==> config.mk <==
export PLATFORM = sky130hd
export DESIGN_NAME = if_stage
export DESIGN_NICKNAME = d
export VERILOG_FILES = /design/src/rtl/if_stage.sv
export SDC_FILE = /design/constraint.sdc
export NUM_CORES = 1
export LEC_CHECK = 0
export BUFFER_PORTS_ARGS = -buffer_cell sky130_fd_sc_hd__clkbuf_2
export CORE_MARGIN = 4
export CORE_UTILIZATION = 41
export DETAILED_ROUTE_END_ITERATION = 12
export PLACE_DENSITY = 0.68
export RECOVER_POWER = 25
export SLEW_MARGIN = 20
export SYNTH_ARGS = -nofsm -noshare
export SYNTH_HDL_FRONTEND = slang
export SYNTH_SLANG_ARGS = --single-unit
==> constraint.sdc <==
create_clock -name i_clk -period 8 [get_ports i_clk]
set_input_delay 1.2 -clock i_clk [delete_from_list [all_inputs] [get_ports i_clk]]
set_output_delay 1.2 -clock i_clk [all_outputs]
set_load 0.02 [all_outputs]
==> src/rtl/if_stage.sv <==
// rtl/if_stage.sv - MIPS instruction-fetch stage: PC register, IF/ID pipeline register,
// and saturating stall/flush counters.
module if_stage #(
    parameter logic [31:0] RESET_PC = 32'h0000_0000
) (
    input  logic        i_clk,
    input  logic        i_rst,
    input  logic        i_pc_write,
    input  logic        i_if_id_write,
    input  logic        i_if_flush,
    input  logic        i_pc_src,
    input  logic [31:0] i_branch_target,
    input  logic [31:0] i_imem_instr,
    output logic [31:0] o_imem_addr,
    output logic [31:0] o_pc,
    output logic [31:0] o_if_id_instr,
    output logic [31:0] o_if_id_pc_plus4,
    output logic        o_if_id_valid,
    output logic [15:0] o_stall_count,
    output logic [15:0] o_flush_count
);

    logic [31:0] r_pc;
    logic [31:0] r_if_id_instr;
    logic [31:0] r_if_id_pc_plus4;
    logic        r_if_id_valid;
    logic [15:0] r_stall_count;
    logic [15:0] r_flush_count;

    logic [31:0] w_pc_plus4;
    logic [31:0] w_pc_next;

    assign w_pc_plus4 = r_pc + 32'd4;
    assign w_pc_next  = i_pc_src ? {i_branch_target[31:2], 2'b00} : w_pc_plus4;

    // A stalled PC ignores pc_src; ID holds the redirect until the stall clears.
    always_ff @(posedge i_clk or posedge i_rst) begin
        if (i_rst) begin
            r_pc <= RESET_PC;
        end else if (i_pc_write) begin
            r_pc <= w_pc_next;
        end
    end

    // Flush beats a stalled IF/ID so a squashed instruction never survives a stall.
    always_ff @(posedge i_clk or posedge i_rst) begin
        if (i_rst) begin
            r_if_id_instr    <= 32'h0000_0000;
            r_if_id_pc_plus4 <= 32'h0000_0000;
            r_if_id_valid    <= 1'b0;
        end else if (i_if_flush) begin
            r_if_id_instr    <= 32'h0000_0000;
            r_if_id_pc_plus4 <= 32'h0000_0000;
            r_if_id_valid    <= 1'b0;
        end else if (i_if_id_write) begin
            r_if_id_instr    <= i_imem_instr;
            r_if_id_pc_plus4 <= w_pc_plus4;
            r_if_id_valid    <= 1'b1;
        end
    end

    always_ff @(posedge i_clk or posedge i_rst) begin
        if (i_rst) begin
            r_stall_count <= 16'h0000;
            r_flush_count <= 16'h0000;
        end else begin
            if (!i_pc_write && (r_stall_count != 16'hFFFF)) begin
                r_stall_count <= r_stall_count + 16'd1;
            end
            if (i_if_flush && (r_flush_count != 16'hFFFF)) begin
                r_flush_count <= r_flush_count + 16'd1;
            end
        end
    end

    assign o_imem_addr      = r_pc;
    assign o_pc             = r_pc;
    assign o_if_id_instr    = r_if_id_instr;
    assign o_if_id_pc_plus4 = r_if_id_pc_plus4;
    assign o_if_id_valid    = r_if_id_valid;
    assign o_stall_count    = r_stall_count;
    assign o_flush_count    = r_flush_count;

endmodule

# Yosys cells after proc, flatten, opt, wreduce, memory -nomap -nowiden
# Cells that the tools add are included.
# classes
n_addsub,3
eq_ne,2
mux,7
n_reduce_logical,4
# ops
cell,count
two-way mux 32 bit,5
adder 16 x 1 -> 16 bit (second input constant),2
adder 32 x 3 -> 32 bit (second input constant),1
!= test 16 bit (second input constant),2
logical AND 1 bit,2
two-way mux 1 bit,2
nonzero test 2 bit,1
logical NOT 1 bit,1
# word_totals
ff_bits,129
in_bits,70

# Depth between registers and ports, before layout
# depth
ltp_word,3
mapped_depth,7

# Worst setup path before layout
# No wires, ideal clock.
# synth_path
kind,input-to-reg
start,input port i_pc_src
end,"register r_pc[29], in the netlist o_imem_addr[29]"
setup_time_ns,0.087
arrival_time_ns,2.237
setup_slack_ns,5.676
stages,6
n_path_buf,3
path_cell_list,clkbuf_1 and2_1 clkbuf_1 clkbuf_1 a21oi_1 o211ai_1
# synth_between
elab_chain_len,1
# synth_lines
element,line_no,rtl
start: declaration,11,"input logic i_pc_src,"
two-way mux 32 bit,34,"assign w_pc_next = i_pc_src ? {i_branch_target[31:2], 2'b00} : w_pc_plus4;"
end signal: assignment,41,r_pc <= w_pc_next;
end: declaration,23,logic [31:0] r_pc;
# No other way between the ends.
# A chain may end at the register's enable or synchronous reset.

# Final worst setup path
# layout_path
start,input port i_if_flush
end,"register r_flush_count[10], in the netlist o_flush_count[10]"
# layout_between
elab_chain_len,1
# layout_lines
element,line_no,rtl
start: declaration,10,"input logic i_if_flush,"
logical AND 1 bit,70,if (i_if_flush && (r_flush_count != 16'hFFFF)) begin
end signal: assignment,71,r_flush_count <= r_flush_count + 16'd1;
end: declaration,28,logic [15:0] r_flush_count;
# No other way between the ends.

==> reports/metrics.cfg <==
[floorplanning]
core-area_mm2 = 0.0154
die-height_um = 134
num_io_pins = 231
die_area_mm2 = 0.0179
fp.dieW_um = 134
placementRows = 45
initial_core_util_pct = 42.2

[global_routing]
grt_antenna_before_repair = 0
grt_pass1_wl_mm = 27.5
first_global_vias = 5126
grt_max_degree = 74
grtUsageTotal_pct = 19.2
grt_overflow = 0

[setup_path]
cpLargestDelayFamily = buffers and inverters
crit_path_end_kind = register
critical_path_class = primary input to register
setup.reg_to_reg.worst_slack_ns = 5.34
cp.buffers_inverters = 2
crit_path_largest_cell_delay_ns = 2.26
cp_data_required_time_ns = 8.30
crit_chain = clkbuf_2, clkbuf_1, nand2_1, nor3_1, and3_1, nand3_1, o21a_1
r2r.worst_path.cells = 6
crit_path_top_delay_cell = sky130_fd_sc_hd__clkbuf_1
worstPathArrival_ns = 4.82
startpoint_type = primary input
crit_fanout = 68
reg2reg_from = o_imem_addr[2]
crit_path_start = i_if_flush
worstReg2RegEnd = o_if_id_pc_plus4[28]
cp.depth = 7

[placed_design]
placement.setup.worst_slack_ns = 4.94
finalWeightedCongestion = 0.802
total_of_buffers_placed_on_input_and_output_ports = 224
place_area_mm2 = 0.00753
place.detailed.instances = 1033
place_hpwl_mm = 12.1

[clock_tree]
cts.sink_count = 126
numCtsBuffers = 17
cts_buffer_depth = 2
post-cts-setup-buffer-count = 0
cts.root.buffer_cell = sky130_fd_sc_hd__clkbuf_16
clock_latency_ns = 0.41
clock_pin_slew_on_the_worst_setup_and_hold_paths_ns = 0.06
htree_num_levels = 4
cts_tree = built
cts-resized-gates = 0
hold_buffers = 0

[timing]
final_max_slew_viol_count = 235
final.setup_skew_ns = 0.0114
final_hold_viols = 0
finalWorstPathRequiredPeriod_ns = 4.52
final.setup.worst_slack_ns = 3.48
tcrit_tclk_final_pct = 56.5
finalSetupTns_ns = 0
fmax_mhz = 221
tightest_slew_ns = 3.21
remaining_max_slew_budget_at_the_tightest_pin_pct = -114
hold-worst-slack_ns = 0.490
report.final.setup_viol = 0
rsz0062_at_grt = false

[synthesis]
yosys.cell_count.top_type = sky130_fd_sc_hd__dfrtp_1
synth_ff_type = sky130_fd_sc_hd__dfrtp_1
syn_area_mm2 = 0.00649
syn-mean-instance-area_um2 = 9.82
synth-edff-count = 0
ys_top_cells_by_area = sky130_fd_sc_hd__dfrtp_1 49%, sky130_fd_sc_hd__mux2i_1 5.7%, sky130_fd_sc_hd__nor2_1 5.5%
synth_common_cells = 126 x sky130_fd_sc_hd__dfrtp_1, 95 x sky130_fd_sc_hd__nor2_1, 39 x sky130_fd_sc_hd__nand2_1
netlist.area_leader.share_pct = 48.6
synth.yosys.warnings = 0
largest_area_contributor_in_the_netlist = sky130_fd_sc_hd__dfrtp_1
ys_ff_latch = 126
synthArstFlopShare_pct = 100
post_synth_inst_count = 661
yosysUniqueCellTypes = 48
ys_seq_area_share_pct = 48.6

[worst_hold_path]
worst_hold_startpoint = o_if_id_valid
worstHoldPathCells = 2
worst_hold_path.endpoint = o_if_id_valid
worstHoldPathType = register to register

[power_and_ir_drop]
power.leakage_nw = 3.82
power-per-cell-area_mw_per_mm2 = 253
max-vdd-ir-drop_mv = 0.165
p_total_mw = 2.03

[drt]
drt_first_pass_iters = 4
routed-via-count = 5423
post-route-drc-count = 0
finalWirelength_mm = 17.3
drt_iter0_markers = 241
drt-wirelength-per-cell_um = 16.2
vias_per_cell = 5.09
remaining_number_of_nets_flagged_by_the_antenna_check_after_routing = 0

[layout]
multi_input_comb_area_mm2 = 0.00290
finish.utilization_pct = 52.3
antenna_cells = 0
postLayoutCellArea_mm2 = 0.00804
ff_latch_area_mm2 = 0.00315
synthToLayoutAreaGrowth_pct = 23.8
layout-drive-gt1-share_pct = 29.5
finalNetCount = 914
fillerInstances = 1467
stdcell_count = 1065

[job]
max_cap_viol_count = 4

[status]
violated_checks = capacitance limit, slew limit
outcome = finished with violations

==> worst max-delay path by stage <==
stage,to
2_1_floorplan,o_flush_count[0]
3_3_place_gp,o_flush_count[10]
3_5_place_dp,o_flush_count[10]
4_1_cts,o_imem_addr[26]
5_1_grt,o_flush_count[10]
6_report,o_flush_count[10]
==> registers in the layout, indices dropped and copies added, names as in the netlist <==
register / cells
o_flush_count: 16
o_if_id_valid: 1
o_if_id_instr: 32
o_if_id_pc_plus4: 31
o_stall_count: 16
o_imem_addr: 30
==> cells by family (layout without fill, tap and decap cells) <==
group | count (synthesis) | in the layout | synth area share, %
other cells | 1 | 4 | 0.0578
mux | 39 | 39 | 6.05
flops | 126 | 126 | 48.6
xor+xnor | 51 | 51 | 6.88
simple gates | 255 | 255 | 19.8
fa+ha+maj | 3 | 3 | 0.578
buf+inv | 83 | 273 | 6.90
compound gates | 103 | 103 | 11.2
==> where the power goes <==
group | switching (mW) | leakage [nW] | internal [mW]
Clock | 0.290 | 0.257 | 0.424
Sequential | 0.116 | 1.61 | 0.720
Combinational | 0.303 | 1.95 | 0.182
==> cell type report <==
class | instances | area share (%)
clock buffers | 17 | 5.29
clock inverters | 15 | 1.53
flip-flops and latches | 126 | 39.2
multi-input cells | 455 | 36.1
repair buffers | 229 | 14.0
well taps | 211 | 3.28
inverters | 12 | 0.576
==> metal layers <==
layer | global-route usage (%) | wire length (um) | up-vias
met5 | 0 | 0 | -
met4 | 4.86 | 145 | 0
met3 | 5.81 | 1330 | 12
met2 | 28.9 | 7770 | 187
met1 | 27.3 | 8040 | 2568
li1 | - | - | 2656
==> tightest hold or removal path, cell delays in order (launching register included) <==
cell,delay (ns)
sky130_fd_sc_hd__dfrtp_1,0.34
sky130_fd_sc_hd__nor2_1,0.04
sky130_fd_sc_hd__nor2_1,0.07
==> placed cells by master, fill, tap and decap left out, types with 4 or more instances in the layout <==
master                       synthesis  routed
sky130_fd_sc_hd__clkbuf_2            0     203
sky130_fd_sc_hd__dfrtp_1           126     126
sky130_fd_sc_hd__nor2_1             95      95
sky130_fd_sc_hd__nand2_1            39      39
sky130_fd_sc_hd__xnor2_1            38      38
sky130_fd_sc_hd__mux2i_1            37      37
sky130_fd_sc_hd__nand3_1            28      28
sky130_fd_sc_hd__a211oi_1           27      27
sky130_fd_sc_hd__clkbuf_1           28      23
sky130_fd_sc_hd__a21oi_1            17      17
sky130_fd_sc_hd__clkbuf_16           0      17
sky130_fd_sc_hd__o21ai_0            16      16
sky130_fd_sc_hd__nand4_1            14      14
sky130_fd_sc_hd__nor2b_1            14      14
sky130_fd_sc_hd__xor2_1             13      13
sky130_fd_sc_hd__a22o_1             13      13
sky130_fd_sc_hd__inv_1              12      11
sky130_fd_sc_hd__nor3_1              9       9
sky130_fd_sc_hd__nor4_1              8       8
sky130_fd_sc_hd__nand2b_1            7       7
sky130_fd_sc_hd__and3_1              7       7
sky130_fd_sc_hd__nand3b_1            6       6
sky130_fd_sc_hd__o311ai_0            6       6
sky130_fd_sc_hd__clkinv_2            0       6
sky130_fd_sc_hd__clkinvlp_4          0       6
sky130_fd_sc_hd__or3_1               5       5
sky130_fd_sc_hd__o31ai_1             4       4
sky130_fd_sc_hd__and4_1              4       4
sky130_fd_sc_hd__or3b_2              4       4
sky130_fd_sc_hd__o41ai_1             4       4
sky130_fd_sc_hd__conb_1              1       4
Note: power is estimated with default switching activity, not from simulation.
